==> config.mk <==
export PLATFORM = sky130hd
export DESIGN_NAME = bloom_counter_updater
export DESIGN_NICKNAME = d
export VERILOG_FILES = /design/src/rtl/bloom_pkg.sv /design/src/rtl/bloom_counter_ram.sv /design/src/rtl/bloom_counter_updater.sv
export SDC_FILE = /design/constraint.sdc
export NUM_CORES = 2
export LEC_CHECK = 0
export CORE_ASPECT_RATIO = 1.4
export CORE_MARGIN = 2
export CORE_UTILIZATION = 65
export CTS_BUF_LIST = sky130_fd_sc_hd__clkbuf_4 sky130_fd_sc_hd__clkbuf_8
export CTS_CLUSTER_SIZE = 8
export DETAILED_ROUTE_END_ITERATION = 12
export HOLD_SLACK_MARGIN = 0.08
export PLACE_DENSITY_LB_ADDON = 0.25
export SLEW_MARGIN = 30
export SYNTH_ARGS = -nofsm -noshare
export SYNTH_HDL_FRONTEND = slang
export SYNTH_SLANG_ARGS = --single-unit
export TNS_END_PERCENT = 1
==> constraint.sdc <==
create_clock -name clk -period 23.9 [get_ports clk]
set_clock_uncertainty 0.1 [all_clocks]
set_input_delay 4.78 -clock clk [delete_from_list [all_inputs] [get_ports clk]]
set_output_delay 4.78 -clock clk [all_outputs]
set_load 0.005 [all_outputs]
==> src/rtl/bloom_pkg.sv <==
// -----------------------------------------------------------------------------
// bloom_pkg
// Shared definitions for the counting Bloom filter update path.
//   - geometry constants (items per request, counter width, address width)
//   - counter maximum and the saturating increment helper
//   - state encoding of the updater FSM
// -----------------------------------------------------------------------------
package bloom_pkg;

    localparam int NUM_ITEMS  = 7;
    localparam int ITEM_WIDTH = 4;
    localparam int ADDR_WIDTH = 8;
    localparam int DEPTH      = 1 << ADDR_WIDTH;
    localparam int ITEM_CNT_W = $clog2(NUM_ITEMS);

    typedef logic [ITEM_WIDTH-1:0] count_t;
    typedef logic [ADDR_WIDTH-1:0] addr_t;
    typedef logic [ITEM_CNT_W-1:0] item_t;

    localparam count_t COUNT_MAX = '1;

    typedef enum logic [2:0] {
        CLEAR,
        IDLE,
        READ,
        WRITE,
        DONE
    } state_t;

    // Increment that sticks at COUNT_MAX instead of wrapping to zero.
    function automatic count_t sat_inc(input count_t x);
        return (x == COUNT_MAX) ? x : count_t'(x + 1'b1);
    endfunction

endpackage

==> src/rtl/bloom_counter_ram.sv <==
// -----------------------------------------------------------------------------
// bloom_counter_ram
// DEPTH x ITEM_WIDTH counter storage for the counting Bloom filter.
// Ports:
//   clk      in   rising-edge clock for the write port
//   rd_addr  in   combinational read address
//   rd_data  out  counter at rd_addr (same cycle)
//   wr_en    in   write enable
//   wr_addr  in   write address
//   wr_data  in   value written at the next rising edge
// -----------------------------------------------------------------------------
module bloom_counter_ram
    import bloom_pkg::*;
(
    input  logic   clk,
    input  addr_t  rd_addr,
    output count_t rd_data,
    input  logic   wr_en,
    input  addr_t  wr_addr,
    input  count_t wr_data
);

    count_t mem [DEPTH];

    // NOTE: the array has no reset on purpose; a reset would turn it into
    // DEPTH*ITEM_WIDTH resettable flops. The owner zeroes it with a sweep.
    always_ff @(posedge clk) begin
        if (wr_en) begin
            mem[wr_addr] <= wr_data;
        end
    end

    assign rd_data = mem[rd_addr];

endmodule

==> src/rtl/bloom_counter_updater.sv <==
// -----------------------------------------------------------------------------
// bloom_counter_updater
// Write/update side of the counting Bloom filter. Owns the counter array and
// applies each insert request (NUM_ITEMS hashed indices) by reading all
// addressed counters, tracking their minimum, then writing back saturating
// increments. Reports the post-insert count estimate sat(min+1).
//
// Build option: define CONSERVATIVE_UPDATE_EN for conservative update (only
// counters equal to the minimum are raised); otherwise every addressed
// counter is incremented.
//
// Ports:
//   clk         in   rising-edge clock
//   rst         in   asynchronous active-high reset (restarts the clear sweep)
//   inValid     in   insert request valid
//   inReady     out  high in IDLE, request accepted on inValid && inReady
//   indices     in   NUM_ITEMS packed addresses, index m at [m*ADDR_WIDTH +: ADDR_WIDTH]
//   outValid    out  one-cycle pulse when outMinimum is updated
//   outMinimum  out  post-update minimum, held until the next result
// -----------------------------------------------------------------------------
module bloom_counter_updater
    import bloom_pkg::*;
(
    input  logic                             clk,
    input  logic                             rst,
    input  logic                             inValid,
    output logic                             inReady,
    input  logic [NUM_ITEMS*ADDR_WIDTH-1:0]  indices,
    output logic                             outValid,
    output logic [ITEM_WIDTH-1:0]            outMinimum
);

    state_t state, state_next;
    addr_t  clr_ptr;
    item_t  item;
    count_t run_min;
    count_t out_min;
    addr_t  idx_q   [NUM_ITEMS];
    count_t value_q [NUM_ITEMS];

    addr_t  rd_addr, wr_addr;
    count_t rd_data, wr_data, new_val;
    logic   wr_en;

    logic handshake;
    logic item_last;

    assign inReady    = (state == IDLE);
    assign outValid   = (state == DONE);
    assign outMinimum = out_min;
    assign handshake  = inValid && inReady;
    assign item_last  = (item == item_t'(NUM_ITEMS - 1));

    // Control state. NOTE: all sequential state uses non-blocking assignments
    // so every flop samples pre-edge values regardless of statement order.
    always_ff @(posedge clk or posedge rst) begin
        if (rst) begin
            state   <= CLEAR;
            clr_ptr <= '0;
            item    <= '0;
            run_min <= COUNT_MAX;
            out_min <= '0;
        end else begin
            state <= state_next;
            case (state)
                CLEAR: clr_ptr <= clr_ptr + 1'b1;
                IDLE: begin
                    if (handshake) begin
                        item    <= '0;
                        run_min <= COUNT_MAX;
                    end
                end
                READ: begin
                    if (rd_data < run_min) run_min <= rd_data;
                    item <= item_last ? '0 : item + 1'b1;
                end
                WRITE: begin
                    item <= item_last ? '0 : item + 1'b1;
                    if (item_last) out_min <= sat_inc(run_min);
                end
                default: ;
            endcase
        end
    end

    // Request data path; its contents are only meaningful after a handshake.
    always_ff @(posedge clk) begin
        if (handshake) begin
            for (int m = 0; m < NUM_ITEMS; m++) begin
                idx_q[m] <= indices[m*ADDR_WIDTH +: ADDR_WIDTH];
            end
        end
        if (state == READ) begin
            value_q[item] <= rd_data;
        end
    end

    // All reads finish before the first write, so duplicate indices see the
    // same old value and write the same new value (one increment total).
`ifdef CONSERVATIVE_UPDATE_EN
    assign new_val = (value_q[item] == run_min) ? sat_inc(run_min) : value_q[item];
`else
    assign new_val = sat_inc(value_q[item]);
`endif

    // NOTE: every signal driven here gets a default first, so no path can
    // leave one unassigned and infer a latch.
    always_comb begin
        state_next = state;
        rd_addr    = idx_q[item];
        wr_addr    = idx_q[item];
        wr_data    = new_val;
        wr_en      = 1'b0;
        case (state)
            CLEAR: begin
                wr_en   = 1'b1;
                wr_addr = clr_ptr;
                wr_data = '0;
                if (clr_ptr == addr_t'(DEPTH - 1)) state_next = IDLE;
            end
            IDLE:  if (handshake) state_next = READ;
            READ:  if (item_last) state_next = WRITE;
            WRITE: begin
                wr_en = 1'b1;
                if (item_last) state_next = DONE;
            end
            DONE:    state_next = IDLE;
            default: state_next = CLEAR;
        endcase
    end

    bloom_counter_ram u_ram (
        .clk     (clk),
        .rd_addr (rd_addr),
        .rd_data (rd_data),
        .wr_en   (wr_en),
        .wr_addr (wr_addr),
        .wr_data (wr_data)
    );

endmodule
# Word level (Yosys, flattened, before mapping)
# Memory sizes are Yosys's and may differ from the RTL's.
# Index checks and enable logic that the tools add are counted.
[word_totals]
reg_bits = 22
ramBits = 1108
input_bits = 59
output_inout_bits = 6
n_memories = 3
[classes]
addsub = 4
magnitude_cmp = 1
n_eq_ne = 13
n_mux = 22
n_reduce_logical = 10
[memory_table]
columns = ["memory", "depth", "word_bits", "rd", "rd_clocked_by_memory_dff", "write_ports", "line_no", "source"]
rows = [
  ["u_ram.mem", 256, 4, 1, 0, 1, "bloom_counter_ram.sv:23", "count_t mem [DEPTH];"],
  ["idx_q", 7, 8, 1, 0, 7, "bloom_counter_updater.sv:38", "addr_t idx_q [NUM_ITEMS];"],
  ["value_q", 7, 4, 1, 0, 1, "bloom_counter_updater.sv:39", "count_t value_q [NUM_ITEMS];"],
]
[op_table]
columns = ["operator", "count"]
rows = [
  ["4-bit 2-to-1 mux", 5],
  ["3-bit 2-to-1 mux", 6],
  ["3-bit one-hot mux with 5 select lines", 1],
  ["4-bit by 1-bit adder with 4-bit output, second input constant", 2],
  ["8-bit by 1-bit adder with 8-bit output, second input constant", 1],
  ["4-bit == test, second input constant", 2],
  ["8-bit == test, second input constant", 1],
  ["8-bit 2-to-1 mux", 1],
  ["2-bit != test, second input constant", 4],
  ["4-bit one-hot mux with 2 select lines", 1],
  ["1-bit 2-to-1 mux", 7],
  ["3-bit by 2-bit == test with 1-bit output, second input constant", 2],
  ["3-bit == test, second input constant", 2],
  ["3-bit one-hot mux with 2 select lines", 1],
  ["4-bit < comparator", 1],
  ["2-bit AND reduction", 2],
  ["4-bit AND reduction", 1],
  ["2-bit nonzero test", 2],
  ["2-bit OR reduction", 2],
  ["3-bit by 1-bit adder with 3-bit output, second input constant", 1],
  ["3-bit by 1-bit == test with 1-bit output, second input constant", 1],
  ["3-bit logical NOT", 1],
  ["3-bit AND reduction", 1],
  ["2-bit by 1-bit != test with 1-bit output, second input constant", 1],
  ["1-bit logical AND", 1],
]

# Longest topological paths before layout
[logic_depth]
ltp_word = 5
mapped_depth = 22

# By module
# A second synthesis with hierarchy kept.
[unflattened]
hier_cells = 2388
area_unflattened_um2 = 45332.2
[by_module_without_submodules]
columns = ["mod", "n_inst", "cells_per_inst", "area_each_um2", "seq_area_each_um2"]
rows = [
  ["bloom_counter_ram", 1, 2047, 40595.2, 30749.5],
  ["bloom_counter_updater", 1, 341, 4737.0, 3078.0],
]

# Least setup slack after synthesis
# Ideal clock, no wire load.
[synth_timing]
path_kind = "reg-to-reg"
from = "reg item[0]"
to = "mem u_ram.mem[0][3] (netlist bit) (data pin)"
setup_time_ns = 2.244
t_arrival_ns = 12.442
required_ns = 21.556
slack_ns = 9.114
stages_incl_launch_ff = 11
path_buffers = 5
synth_period_minus_slack_ns = 14.786
cell_sequence = "dfrtp_1 > buf_6 > buf_6 > buf_6 > clkbuf_1 > clkbuf_1 > a31oi_1 > o22ai_1 > ha_1 > nor3_1 > a211oi_1"
[synth_between]
elab_chain_cells = 4
elab_cells_between_ends = 5
[synth_lines]
columns = ["item", "line_no", "source"]
rows = [
  ["from (decl)", "bloom_counter_updater.sv:35", "item_t item;"],
  ["from (signal assigned)", "bloom_counter_updater.sv:75", "item <= item_last ? '0 : item + 1'b1;"],
  ["from (signal assigned)", "bloom_counter_updater.sv:78", "item <= item_last ? '0 : item + 1'b1;"],
  ["memory 7 x 4 bit (*)", "-", ""],
  ["4-bit by 1-bit adder with 4-bit output / 4-bit == test (equally long branches)", "bloom_pkg.sv:32", "return (x == COUNT_MAX) ? x : count_t'(x + 1'b1);"],
  ["4-bit 2-to-1 mux (*)", "bloom_pkg.sv:32", ""],
  ["4-bit 2-to-1 mux (*)", "bloom_counter_updater.sv:114", "case (state)"],
  ["via u_ram.wr_data[3]", "bloom_counter_ram.sv:20", "input count_t wr_data"],
  ["to (decl)", "bloom_counter_ram.sv:23", ""],
]
# Mark *: on every way through the listed nets, which the timed path passes. The rest lies on a longest branch.

# Worst setup path in the final report
[layout_timing]
from = "reg item[0]"
to = "reg run_min[2]"
[layout_between]
elab_chain_cells = 5
elab_cells_between_ends = 7
[layout_lines]
columns = ["item", "line_no", "source"]
rows = [
  ["memory 7 x 8 bit", "-", ""],
  ["memory 256 x 4 bit", "-", ""],
  ["via rd_data[3]", "bloom_counter_updater.sv:42", "count_t rd_data, wr_data, new_val;"],
  ["4-bit < comparator", "bloom_counter_updater.sv:74", "if (rd_data < run_min) run_min <= rd_data;"],
  ["2-bit != test (no line)", "-", ""],
  ["3-bit AND reduction (no line)", "-", ""],
  ["to (signal assigned)", "bloom_counter_updater.sv:74", ""],
  ["to (decl)", "bloom_counter_updater.sv:36", "count_t run_min;"],
]
# The timed path passes the listed nets, and every way through them passes these cells. The select of a mux whose other input is x is not followed.
# A chain may end at the register's enable or synchronous reset.

==> impl_metrics.env <==
export IMPL_remaining_drc_errors=0
export IMPL_worstPathMaxFanout=78
export IMPL_cts_sinks=1130
export IMPL_endpoint_kind="register"
export IMPL_wl_met2_mm=58.1
export IMPL_hold_viol=0
export IMPL_cts_root_buf="clkbuf_8"
export IMPL_wl_per_cell_um=26.0
export IMPL_io_buffers=64
export IMPL_syn_avg_cell_area_um2=12.8
export IMPL_ys_async_sr_fraction_pct=1.95
export IMPL_coreArea_um2=71300
export IMPL_synthToLayoutAreaGrowth_pct=9.20
export IMPL_cts_resized=0
export IMPL_vias_per_cell=6.57
export IMPL_cp_buffers_inverters=4
export IMPL_cts_buffers=167
export IMPL_hp_class="reg -> reg"
export IMPL_tightest_slew_ns=1.12
export IMPL_crit_arrival_ns=8.69
export IMPL_hp_start="clr_ptr[3]$_DFFE_PP0P_"
export IMPL_timing_final_max_slew_violations=0
export IMPL_grt_first_pass_wirelength_mm=181
export IMPL_syn_nets=3723
export IMPL_slowest_stage="buf_4"
export IMPL_cts_buffer_depth=3
export IMPL_maxCapViolations=0
export IMPL_cts_setup_buffers=0
export IMPL_dr_total_vias=31100
export IMPL_rows=116
export IMPL_grt_pass1_vias=30300
export IMPL_die_area_um2=74100
export IMPL_final_nets=3772
export IMPL_path_class="reg -> reg"
export IMPL_synth_edf_count=1108
export IMPL_ctsHoldBuffers=0
export IMPL_top_layer_used="met5"
export IMPL_first_pass_iters=7
export IMPL_met1Wirelength_mm=43.7
export IMPL_grt_use_total_pct=33.2
export IMPL_cpPeakStageDelay_ns=0.89
export IMPL_nFillCells=4558
export IMPL_cts_max_level=4
export IMPL_netlist_instances=3658
export IMPL_die_w_um=231
export IMPL_status="completed"
export IMPL_yosysWarnings=0
export IMPL_path_clk_slew_ns=0.07
export IMPL_r2r_start="item[0]$_DFFE_PP0P_"
export IMPL_dp_hpwl_mm=70.9
export IMPL_startpoint="item[0]$_DFFE_PP0P_"
export IMPL_critical_path_top_delay_family="compound AO/OA/AOI/OAI gates"
export IMPL_die_h_um=321
export IMPL_finalCriticalPeriod_ns=8.05
export IMPL_detail_route_antenna_nets=0
export IMPL_route_met3_wl_mm=13.7
export IMPL_routed_wl_mm=123
export IMPL_crit_chain="buf_4, mux2_2, o211a_1, nor2_4, buf_4, buf_4, buf_4, nand2_1, nand3_1, a311oi_1, o21a_1, o41ai_1, o311a_1, ha_1, nand3_1, nor2_1, a2111oi_0, o21ai_2, mux2i_1"
export IMPL_synthFlopType="edfxtp_1"
export IMPL_slew_headroom_pct=25.3
export IMPL_initial_core_util_pct=65.6
export IMPL_yosysUniqueCellTypes=78
export IMPL_crit_top_cell="buf_4"
export IMPL_start_kind="register"
export IMPL_grt_overflow=0
export IMPL_antenna_found_initial=3
export IMPL_fmax_ghz=0.124
export IMPL_drive_gt1_share_pct=9.57
export IMPL_setup_viol=0
export IMPL_post_route_period_util_pct=33.7
export IMPL_cts_tree="yes"
export IMPL_ys_seq_area_share_pct=72.4
export IMPL_cp_required_ns=24.55
export IMPL_insertion_delay_ns=0.84
export IMPL_grt_max_degree=225
export IMPL_tns_ns=0
export IMPL_ys_ff_latch=1130
export IMPL_grt_setup_unrepaired="no"
export IMPL_gp_congestion=0.900
export IMPL_io_pins=65
export IMPL_drtIter0Drc=4966
export IMPL_syn_cell_area_um2=46700
[routing by layer]
metal | GRT usage [%] | vias up
met3 | 6.87 | 446
li1 | - | 13500
met4 | 19.7 | 4
met5 | 0 | -
met2 | 52.5 | 2178
met1 | 42.9 | 15000
[Yosys cell counts (5+ instances only)]
| library cell | number | area [um^2] |
|---|---|---|
| nand2b_1 | 7 | 43.8 |
| buf_4 | 5 | 37.5 |
| mux2i_1 | 133 | 1330 |
| a311oi_1 | 34 | 298 |
| a2111oi_0 | 5 | 43.8 |
| clkbuf_1 | 76 | 285 |
| edfxtp_1 | 1108 | 33300 |
| inv_1 | 11 | 41.3 |
| nand3b_1 | 7 | 52.6 |
| nor2_1 | 301 | 1130 |
| a221oi_1 | 6 | 52.6 |
| a32oi_1 | 23 | 201 |
| a41oi_1 | 6 | 52.6 |
| nor3b_1 | 8 | 60.1 |
| buf_1 | 24 | 90.1 |
| mux2_2 | 7 | 78.8 |
| o22ai_1 | 11 | 68.8 |
| a211oi_1 | 11 | 82.6 |
| and3_1 | 58 | 363 |
| o31ai_1 | 13 | 97.6 |
| nor3_1 | 19 | 95.1 |
| buf_2 | 123 | 616 |
| a31oi_1 | 53 | 332 |
| o21ai_0 | 39 | 195 |
| dfrtp_1 | 18 | 450 |
| mux4_2 | 9 | 203 |
| nand3_1 | 430 | 2150 |
| nand2_1 | 922 | 3460 |
| nand4_1 | 15 | 93.8 |
| a311o_1 | 7 | 70.1 |
| ha_1 | 6 | 75.1 |
| xnor2_1 | 8 | 70.1 |
| o2111ai_1 | 6 | 52.6 |
| a21oi_1 | 58 | 290 |
| buf_6 | 13 | 146 |
[through the flow]
step	instances	setup WS (ns)	hold WS, ns	cell area (um^2)	utilization [%]
global placement	4475	16.28	0.453	47900	67.2
floorplan	3658	9.11	0.373	46700	-
detailed placement	4477	16.13	0.467	48000	67.3
global route	4729	15.71	0.497	51000	71.6
CTS	4723	16.10	0.479	50900	71.4
finish	4729	15.85	0.487	51000	71.6
[layout make-up]
class | count | area, um^2 | area share (%)
clock inverter | 19 | 109 | 0.213
timing repair buffer | 121 | 1230 | 2.41
tap | 944 | 1180 | 2.31
clock buffer | 227 | 2800 | 5.49
multi-input combinational | 2274 | 11800 | 23.2
sequential | 1130 | 33800 | 66.3
inverter | 13 | 48.8 | 0.0956
antenna | 1 | 2.50 | 0.00490
[worst register-to-register path: cells and delay by family, from the launching register on]
kind / cells / cell delay, ns
simple gates: 5 / 0.57
flops: 1 / 0.82
buf+inv: 4 / 2.82
fa+ha+maj: 1 / 0.33
compound gates: 7 / 2.70
mux: 2 / 0.64
[worst paths after layout]
check,endpoint,slack [ns],depth (start not counted)
setup / recovery,run_min[2]$_DFFE_PP1P_,15.85,19
hold / removal,clr_ptr[3]$_DFFE_PP0P_,0.49,1
setup reg to reg,run_min[2]$_DFFE_PP1P_,15.85,19
hold reg to reg,clr_ptr[3]$_DFFE_PP0P_,0.49,1
max in group asynchronous,run_min[0]$_DFFE_PP1P_,19.06,2
min in group asynchronous,clr_ptr[5]$_DFFE_PP0P_,4.26,2
[cell usage in the layout, fill, tap and decap left out, types with 5 or more instances in the layout]
cell type,Yosys,layout
a2111oi_0,5,5
a211oi_1,11,10
a21oi_1,58,57
a221oi_1,6,6
a311o_1,7,7
a311oi_1,34,33
a31oi_1,53,50
a32oi_1,23,23
a41oi_1,6,6
and3_1,58,58
buf_12,0,5
buf_4,5,44
clkbuf_4,0,52
clkbuf_8,0,175
clkdlybuf4s50_1,0,64
clkinv_1,0,10
clkinvlp_4,0,5
dfrtp_1,18,18
edfxtp_1,1108,1108
ha_1,6,6
inv_1,11,10
mux2_2,7,7
mux2i_1,133,132
mux4_2,9,7
nand2_1,922,911
nand2_2,1,12
nand2b_1,7,7
nand3_1,430,430
nand3b_1,7,7
nand4_1,15,15
nor2_1,301,296
nor2_4,1,5
nor3_1,19,17
nor3b_1,8,8
o2111ai_1,6,6
o21ai_0,39,38
o22ai_1,11,11
o31ai_1,13,13
xnor2_1,8,8
[state kept, by name, summed over array words and instances, names as in the netlist]
register / count
run_min: 4
state: 3
u_ram.mem: 1024
outMinimum: 4
value_q: 28
clr_ptr: 8
idx_q: 56
item: 3
[cell families after synthesis]
group / count (synthesis) / synth area share [%]
and+or+nand+nor: 1790 / 16.3
DFF: 1130 / 72.4
AOI/OAI and AO/OA: 315 / 4.76
buffers and inverters: 254 / 2.62
muxes: 153 / 3.56
xor gates and xnor gates: 10 / 0.187
adders and majority gates: 6 / 0.161
Power is left out: the tool's default activity adds up to more than one toggle a clock period on the data nets, which glitch-free logic cannot reach.
